--- config.mk ---
export PLATFORM = sky130hd
export DESIGN_NAME = alsu_driver_flat
export DESIGN_NICKNAME = d
export VERILOG_FILES = /design/src/rtl/alsu_driver_if.sv /design/src/rtl/alsu_driver.sv /design/src/flat_wrapper.sv
export SDC_FILE = /design/constraint.sdc
export NUM_CORES = 1
export LEC_CHECK = 0
export ABC_AREA = 1
export CAP_MARGIN = 25
export CORE_ASPECT_RATIO = 0.5
export CORE_UTILIZATION = 47
export DETAILED_ROUTE_END_ITERATION = 12
export HOLD_SLACK_MARGIN = 0.15
export PLACE_DENSITY = 0.95
export SYNTH_ARGS = -nofsm -noshare
export SYNTH_HDL_FRONTEND = slang
export SYNTH_SLANG_ARGS = --single-unit
export TNS_END_PERCENT = 20
--- constraint.sdc ---
create_clock -name clk -period 3.4 [get_ports clk]
set_input_delay 1.02 -clock clk [delete_from_list [all_inputs] [get_ports clk]]
set_output_delay 1.02 -clock clk [all_outputs]
set_load 0.02 [all_outputs]
--- src/rtl/alsu_driver_if.sv ---
// Request, response and ALSU pin bundle for alsu_driver.
// master = driver side, slave = requester/ALSU environment side.
interface alsu_driver_if;
  logic        req_valid;
  logic        req_ready;
  logic [2:0]  req_opcode;
  logic [2:0]  req_a;
  logic [2:0]  req_b;
  logic [2:0]  req_count;
  logic        req_cin;
  logic        req_serial_in;
  logic        req_direction;
  logic        req_red_op_a;
  logic        req_red_op_b;
  logic        req_bypass_a;
  logic        req_bypass_b;

  logic [2:0]  alsu_A;
  logic [2:0]  alsu_B;
  logic [2:0]  alsu_opcode;
  logic        alsu_cin;
  logic        alsu_serial_in;
  logic        alsu_direction;
  logic        alsu_red_op_A;
  logic        alsu_red_op_B;
  logic        alsu_bypass_A;
  logic        alsu_bypass_B;
  logic [5:0]  alsu_out;
  logic [15:0] alsu_leds;

  logic        rsp_valid;
  logic        rsp_ready;
  logic [5:0]  rsp_out;
  logic        rsp_invalid;
  logic [2:0]  rsp_opcode;

  modport master (
    input  req_valid, req_opcode, req_a, req_b, req_count, req_cin, req_serial_in,
           req_direction, req_red_op_a, req_red_op_b, req_bypass_a, req_bypass_b,
           alsu_out, alsu_leds, rsp_ready,
    output req_ready, alsu_A, alsu_B, alsu_opcode, alsu_cin, alsu_serial_in,
           alsu_direction, alsu_red_op_A, alsu_red_op_B, alsu_bypass_A, alsu_bypass_B,
           rsp_valid, rsp_out, rsp_invalid, rsp_opcode
  );

  modport slave (
    output req_valid, req_opcode, req_a, req_b, req_count, req_cin, req_serial_in,
           req_direction, req_red_op_a, req_red_op_b, req_bypass_a, req_bypass_b,
           alsu_out, alsu_leds, rsp_ready,
    input  req_ready, alsu_A, alsu_B, alsu_opcode, alsu_cin, alsu_serial_in,
           alsu_direction, alsu_red_op_A, alsu_red_op_B, alsu_bypass_A, alsu_bypass_B,
           rsp_valid, rsp_out, rsp_invalid, rsp_opcode
  );
endinterface

--- src/rtl/alsu_driver.sv ---
// Single-transaction ALSU command initiator: latches a request, sequences the ALSU
// pins (optional seed, then cnt issue cycles), captures out/leds at the pipeline delay.
module alsu_driver #(
  parameter int unsigned LATENCY    = 2,
  parameter bit          SEED_SHIFT = 1'b1
) (
  input  logic          clk,
  input  logic          rst,
  alsu_driver_if.master bus
);
  localparam int unsigned CNT_W = (LATENCY > 7) ? $clog2(LATENCY + 1) : 3;

  typedef enum logic [2:0] {
    S_IDLE  = 3'd0,
    S_SEED  = 3'd1,
    S_ISSUE = 3'd2,
    S_WAIT  = 3'd3,
    S_RESP  = 3'd4
  } state_t;

  typedef struct packed {
    logic [2:0] opcode;
    logic [2:0] a;
    logic [2:0] b;
    logic       cin;
    logic       serial_in;
    logic       direction;
    logic       red_op_a;
    logic       red_op_b;
    logic       bypass_a;
    logic       bypass_b;
  } cmd_t;

  state_t             state_q, state_d;
  cmd_t               cmd_q, cmd_d;
  logic [CNT_W-1:0]   cnt_q, cnt_d;
  logic               first_q, first_d;
  logic [LATENCY-1:0] pipe_q, pipe_d;
  logic [5:0]         rsp_out_q, rsp_out_d;
  logic               rsp_invalid_q, rsp_invalid_d;
  logic [2:0]         rsp_opcode_q, rsp_opcode_d;
  logic               req_is_shift;
  logic               first_issue;

  assign req_is_shift = (bus.req_opcode[2:1] == 2'b10);
  assign first_issue  = first_q && (state_q == S_ISSUE);

  // State and datapath registers
  always_ff @(posedge clk or posedge rst) begin
    if (rst) begin
      state_q       <= S_IDLE;
      cmd_q         <= '0;
      cnt_q         <= '0;
      first_q       <= 1'b0;
      pipe_q        <= '0;
      rsp_out_q     <= '0;
      rsp_invalid_q <= 1'b0;
      rsp_opcode_q  <= '0;
    end else begin
      state_q       <= state_d;
      cmd_q         <= cmd_d;
      cnt_q         <= cnt_d;
      first_q       <= first_d;
      pipe_q        <= pipe_d;
      rsp_out_q     <= rsp_out_d;
      rsp_invalid_q <= rsp_invalid_d;
      rsp_opcode_q  <= rsp_opcode_d;
    end
  end

  // Next-state and capture logic
  always_comb begin
    state_d       = state_q;
    cmd_d         = cmd_q;
    cnt_d         = cnt_q;
    first_d       = first_q;
    rsp_out_d     = rsp_out_q;
    rsp_invalid_d = rsp_invalid_q;
    rsp_opcode_d  = rsp_opcode_q;
    // First-issue strobe delayed to the cycle where leds reflects that command
    pipe_d        = LATENCY'({pipe_q, first_issue});
    if (pipe_q[LATENCY-1]) begin
      rsp_invalid_d = (bus.alsu_leds != 16'd0);
    end

    case (state_q)
      S_IDLE: begin
        if (bus.req_valid) begin
          cmd_d.opcode    = bus.req_opcode;
          cmd_d.a         = bus.req_a;
          cmd_d.b         = bus.req_b;
          cmd_d.cin       = bus.req_cin;
          cmd_d.serial_in = bus.req_serial_in;
          cmd_d.direction = bus.req_direction;
          cmd_d.red_op_a  = bus.req_red_op_a;
          cmd_d.red_op_b  = bus.req_red_op_b;
          cmd_d.bypass_a  = bus.req_bypass_a;
          cmd_d.bypass_b  = bus.req_bypass_b;
          cnt_d   = (req_is_shift && (bus.req_count != 3'd0)) ? CNT_W'(bus.req_count) : CNT_W'(1);
          first_d = 1'b1;
          state_d = (req_is_shift && SEED_SHIFT) ? S_SEED : S_ISSUE;
        end
      end
      S_SEED: state_d = S_ISSUE;
      S_ISSUE: begin
        first_d = 1'b0;
        if (cnt_q == CNT_W'(1)) begin
          cnt_d   = CNT_W'(LATENCY);
          state_d = S_WAIT;
        end else begin
          cnt_d = cnt_q - CNT_W'(1);
        end
      end
      S_WAIT: begin
        if (cnt_q == CNT_W'(1)) begin
          rsp_out_d    = bus.alsu_out;
          rsp_opcode_d = cmd_q.opcode;
          state_d      = S_RESP;
        end else begin
          cnt_d = cnt_q - CNT_W'(1);
        end
      end
      S_RESP: begin
        if (bus.rsp_ready) state_d = S_IDLE;
      end
      default: state_d = S_IDLE;
    endcase
  end

  // Pin and handshake decode; idle command unless seeding or issuing
  always_comb begin
    bus.req_ready      = 1'b0;
    bus.rsp_valid      = 1'b0;
    bus.alsu_A         = 3'd0;
    bus.alsu_B         = 3'd0;
    bus.alsu_opcode    = 3'd0;
    bus.alsu_cin       = 1'b0;
    bus.alsu_serial_in = 1'b0;
    bus.alsu_direction = 1'b0;
    bus.alsu_red_op_A  = 1'b0;
    bus.alsu_red_op_B  = 1'b0;
    bus.alsu_bypass_A  = 1'b0;
    bus.alsu_bypass_B  = 1'b0;
    case (state_q)
      S_IDLE: bus.req_ready = 1'b1;
      S_SEED: begin
        bus.alsu_bypass_A = 1'b1;
        bus.alsu_A        = cmd_q.a;
        bus.alsu_opcode   = cmd_q.opcode;
      end
      S_ISSUE: begin
        bus.alsu_A         = cmd_q.a;
        bus.alsu_B         = cmd_q.b;
        bus.alsu_opcode    = cmd_q.opcode;
        bus.alsu_cin       = cmd_q.cin;
        bus.alsu_serial_in = cmd_q.serial_in;
        bus.alsu_direction = cmd_q.direction;
        bus.alsu_red_op_A  = cmd_q.red_op_a;
        bus.alsu_red_op_B  = cmd_q.red_op_b;
        bus.alsu_bypass_A  = cmd_q.bypass_a;
        bus.alsu_bypass_B  = cmd_q.bypass_b;
      end
      S_RESP: bus.rsp_valid = 1'b1;
      default: ;
    endcase
  end

  assign bus.rsp_out     = rsp_out_q;
  assign bus.rsp_invalid = rsp_invalid_q;
  assign bus.rsp_opcode  = rsp_opcode_q;

endmodule

--- src/flat_wrapper.sv ---
// flat-port wrapper written by rule: the top's interface ports become plain ports
module alsu_driver_flat 
#(
  parameter int unsigned LATENCY    = 2,
  parameter bit          SEED_SHIFT = 1'b1
)
  (clk, rst, bus_req_valid, bus_req_opcode, bus_req_a, bus_req_b, bus_req_count, bus_req_cin, bus_req_serial_in, bus_req_direction, bus_req_red_op_a, bus_req_red_op_b, bus_req_bypass_a, bus_req_bypass_b, bus_alsu_out, bus_alsu_leds, bus_rsp_ready, bus_req_ready, bus_alsu_A, bus_alsu_B, bus_alsu_opcode, bus_alsu_cin, bus_alsu_serial_in, bus_alsu_direction, bus_alsu_red_op_A, bus_alsu_red_op_B, bus_alsu_bypass_A, bus_alsu_bypass_B, bus_rsp_valid, bus_rsp_out, bus_rsp_invalid, bus_rsp_opcode);
  alsu_driver_if bus_i ();
  input  logic clk;
  input  logic rst;
  input wire logic [$bits(bus_i.req_valid)-1:0] bus_req_valid;
  input wire logic [$bits(bus_i.req_opcode)-1:0] bus_req_opcode;
  input wire logic [$bits(bus_i.req_a)-1:0] bus_req_a;
  input wire logic [$bits(bus_i.req_b)-1:0] bus_req_b;
  input wire logic [$bits(bus_i.req_count)-1:0] bus_req_count;
  input wire logic [$bits(bus_i.req_cin)-1:0] bus_req_cin;
  input wire logic [$bits(bus_i.req_serial_in)-1:0] bus_req_serial_in;
  input wire logic [$bits(bus_i.req_direction)-1:0] bus_req_direction;
  input wire logic [$bits(bus_i.req_red_op_a)-1:0] bus_req_red_op_a;
  input wire logic [$bits(bus_i.req_red_op_b)-1:0] bus_req_red_op_b;
  input wire logic [$bits(bus_i.req_bypass_a)-1:0] bus_req_bypass_a;
  input wire logic [$bits(bus_i.req_bypass_b)-1:0] bus_req_bypass_b;
  input wire logic [$bits(bus_i.alsu_out)-1:0] bus_alsu_out;
  input wire logic [$bits(bus_i.alsu_leds)-1:0] bus_alsu_leds;
  input wire logic [$bits(bus_i.rsp_ready)-1:0] bus_rsp_ready;
  output wire logic [$bits(bus_i.req_ready)-1:0] bus_req_ready;
  output wire logic [$bits(bus_i.alsu_A)-1:0] bus_alsu_A;
  output wire logic [$bits(bus_i.alsu_B)-1:0] bus_alsu_B;
  output wire logic [$bits(bus_i.alsu_opcode)-1:0] bus_alsu_opcode;
  output wire logic [$bits(bus_i.alsu_cin)-1:0] bus_alsu_cin;
  output wire logic [$bits(bus_i.alsu_serial_in)-1:0] bus_alsu_serial_in;
  output wire logic [$bits(bus_i.alsu_direction)-1:0] bus_alsu_direction;
  output wire logic [$bits(bus_i.alsu_red_op_A)-1:0] bus_alsu_red_op_A;
  output wire logic [$bits(bus_i.alsu_red_op_B)-1:0] bus_alsu_red_op_B;
  output wire logic [$bits(bus_i.alsu_bypass_A)-1:0] bus_alsu_bypass_A;
  output wire logic [$bits(bus_i.alsu_bypass_B)-1:0] bus_alsu_bypass_B;
  output wire logic [$bits(bus_i.rsp_valid)-1:0] bus_rsp_valid;
  output wire logic [$bits(bus_i.rsp_out)-1:0] bus_rsp_out;
  output wire logic [$bits(bus_i.rsp_invalid)-1:0] bus_rsp_invalid;
  output wire logic [$bits(bus_i.rsp_opcode)-1:0] bus_rsp_opcode;
  assign bus_i.req_valid = bus_req_valid;
  assign bus_i.req_opcode = bus_req_opcode;
  assign bus_i.req_a = bus_req_a;
  assign bus_i.req_b = bus_req_b;
  assign bus_i.req_count = bus_req_count;
  assign bus_i.req_cin = bus_req_cin;
  assign bus_i.req_serial_in = bus_req_serial_in;
  assign bus_i.req_direction = bus_req_direction;
  assign bus_i.req_red_op_a = bus_req_red_op_a;
  assign bus_i.req_red_op_b = bus_req_red_op_b;
  assign bus_i.req_bypass_a = bus_req_bypass_a;
  assign bus_i.req_bypass_b = bus_req_bypass_b;
  assign bus_i.alsu_out = bus_alsu_out;
  assign bus_i.alsu_leds = bus_alsu_leds;
  assign bus_i.rsp_ready = bus_rsp_ready;
  assign bus_req_ready = bus_i.req_ready;
  assign bus_alsu_A = bus_i.alsu_A;
  assign bus_alsu_B = bus_i.alsu_B;
  assign bus_alsu_opcode = bus_i.alsu_opcode;
  assign bus_alsu_cin = bus_i.alsu_cin;
  assign bus_alsu_serial_in = bus_i.alsu_serial_in;
  assign bus_alsu_direction = bus_i.alsu_direction;
  assign bus_alsu_red_op_A = bus_i.alsu_red_op_A;
  assign bus_alsu_red_op_B = bus_i.alsu_red_op_B;
  assign bus_alsu_bypass_A = bus_i.alsu_bypass_A;
  assign bus_alsu_bypass_B = bus_i.alsu_bypass_B;
  assign bus_rsp_valid = bus_i.rsp_valid;
  assign bus_rsp_out = bus_i.rsp_out;
  assign bus_rsp_invalid = bus_i.rsp_invalid;
  assign bus_rsp_opcode = bus_i.rsp_opcode;
  alsu_driver #(.LATENCY(LATENCY), .SEED_SHIFT(SEED_SHIFT)) u_core (.clk(clk), .rst(rst), .bus(bus_i));
endmodule
==> flow_summary.json <==
{
  "setup_viol": 0,
  "synth_nets": 275,
  "slew_viol_final": 0,
  "cp-end-kind": "output pin",
  "crit_type": "reg -> out",
  "synth_seq_cells": 35,
  "max_freq_mhz": 308,
  "root_buffer": "clkbuf_8",
  "dieHeight_um": 46.5,
  "start_kind": "flip-flop",
  "hold_class": "reg -> reg",
  "syn_inst": 228,
  "io_buffers": 72,
  "worstPathRequired_ps": 2380,
  "rsz0062_at_grt": "false",
  "cts_num_sinks": 35,
  "crit_fanout": 14,
  "grt_start_max_net_pins": 36,
  "coreArea_mm2": 0.00360,
  "synth.distinct_cells": 20,
  "leakage_nw": 1.33,
  "num_antenna_cells": 0,
  "drtPass1Iterations": 4,
  "fin_skew_ps": 6.24,
  "routedWlPerCell_um": 12.2,
  "drtIter0Drc": 68,
  "via_count": 1648,
  "dp_hpwl_mm": 3.31,
  "htree_levels": 2,
  "syn_avg_cell_area_um2": 8.16,
  "grt_pass1_wl_mm": 6.72,
  "worst_skew_pair.late_latency_ps": 280,
  "drt.antenna.violating_nets": 0,
  "die_w_um": 91.0,
  "tns_ps": 0,
  "drive_gt1_frac": 0.182,
  "num_rows": 15,
  "grt-ovfl-total": 0,
  "cts-buffers-inserted": 5,
  "drc": 0,
  "area_growth_pct": 44.6,
  "synth_top_area_share": 0.471,
  "cts_tree": "built",
  "initial_utilization": 0.516,
  "hold_viol_final": 0,
  "status": "finished, final reports clean",
  "via_per_inst": 4.66,
  "track_usage": 0.213,
  "arrival_ps": 2230,
  "pin_count": 73,
  "nets": 350,
  "cts_hold_buf": 0,
  "final_common_cell": "clkdlybuf4s50_1",
  "ir_drop_uv": 497,
  "cts_setup_buffers": 0,
  "maxCapViolations": 0,
  "antenna_found_initial": 0,
  "power_per_cell_area_mw_per_mm2": 934,
  "place_ws_ps": 475,
  "synth_area_mm2": 0.00186,
  "post_cts_resized": 0,
  "layout_common_cells": "clkdlybuf4s50_1 (72), nand2_1 (53), inv_1 (36)",
  "yosysWarnings": 0,
  "ys_seq_area_frac": 0.471,
  "period_share": 0.956,
  "fp.dieArea_mm2": 0.00423,
  "timing.slew.headroom": 0.667,
  "clockBufferDepth": 2,
  "cts.clk_slew.worst_paths_ps": 70,
  "worstMarginPinSlew_ps": 499,
  "grt_pass1_vias": 1554,
  "synth_top_area_cell": "dfrtp_1",
  "drt-total-wl_mm": 4.30,
  "fin_crit_ps": 3250,
  "synth_area_leaders": "dfrtp_1 (47%), nand2_1 (11%), inv_1 (7.3%), a21oi_2 (6.6%), nor2_1 (6.5%)",
  "worst_slack_ps": 148,
  "gp_congestion": 0.925
}
==> worst paths after layout <==
kind | startpoint | depth (start not counted) | to | slack [ps]
setup / recovery | u_core.state_q[1]$_DFFE_PP0P_ | 7 | bus_alsu_A[0] | 150
max in group asynchronous | rst | 3 | u_core.state_q[2]$_DFFE_PP0P_ | 1960
hold reg to reg | u_core.pipe_q[0]$_DFF_PP0_ | 0 | u_core.pipe_q[1]$_DFF_PP0_ | 350
hold / removal | u_core.pipe_q[0]$_DFF_PP0_ | 0 | u_core.pipe_q[1]$_DFF_PP0_ | 350
min in group asynchronous | rst | 3 | u_core.bus.rsp_invalid$_DFFE_PP0P_ | 1130
setup reg to reg | u_core.state_q[2]$_DFFE_PP0P_ | 6 | u_core.cmd_q[4]$_DFFE_PP0P_ | 1900
==> synthesized netlist by cell type <==
cell,n
nand3b_1,1
ha_1,2
o21ai_1,2
buf_2,1
nand3_4,1
nand2_4,1
a21oi_2,14
inv_1,36
inv_2,6
nand2_2,2
nor3_1,1
dfrtp_1,35
nand3_1,11
buf_6,4
nor2_2,12
nor2_1,32
o21ai_2,9
o21ai_0,3
nor2_4,2
nand2_1,53
==> cell families after synthesis <==
group	Yosys count	synth area share
buffers and inverters	47	0.112
AND/OR/NAND/NOR	116	0.282
flip-flops	35	0.471
adder cells (fa/ha/maj)	2	0.0134
AO/OA/AOI/OAI	28	0.122
==> layer usage <==
metal | track usage | routed length (um) | vias to the layer above
met5 | 0 | 0 | -
met4 | 0.102 | 71 | 0
met3 | 0.0644 | 275 | 9
met2 | 0.403 | 2230 | 51
met1 | 0.232 | 1730 | 754
li1 | - | - | 834
==> through the flow <==
stage               hold WS (ps)  cells  instance area, um^2  total power [mW]   util
global placement             338    347                 2600              2.14  0.722
detailed placement           338    347                 2600              2.21  0.722
floorplan                    331    228                 1860              1.65      -
global route                 369    354                 2690              2.69  0.747
finish                       354    354                 2690              2.51  0.747
CTS                          353    354                 2690              2.52  0.747
==> power by group <==
group	internal [mW]	switching, mW	total, mW
clock	0.159	0.141	0.300
combinational	0.622	0.878	1.50
sequential	0.610	0.100	0.711
total	1.39	1.12	2.51
==> sequential cells by signal, summed over array words and instances (netlist names) <==
signal / flops
u_core.bus.rsp_opcode: 3
u_core.state_q: 3
u_core.first_q: 1
u_core.bus.rsp_invalid: 1
u_core.bus.rsp_out: 6
u_core.pipe_q: 2
u_core.cmd_q: 16
u_core.cnt_q: 3
==> worst max-delay path, cell delays in order (launching register included) <==
cell             delay [ps]
dfrtp_1                 430
inv_2                    90
nor2_4                  140
nand2_1                 310
nand2_1                 170
inv_2                    90
nor2_1                  100
clkdlybuf4s50_1         610
==> area by class of cell <==
cell class / instances / area [um^2]
repair buffers: 73 / 728
clock inverters: 1 / 5.00
clock buffers: 6 / 82.6
fillers: 244 / 913
inverters: 42 / 158
flip-flops and latches: 35 / 876
well taps: 51 / 63.8
multi-input cells: 146 / 777
Note: power is estimated with default switching activity, not from simulation.
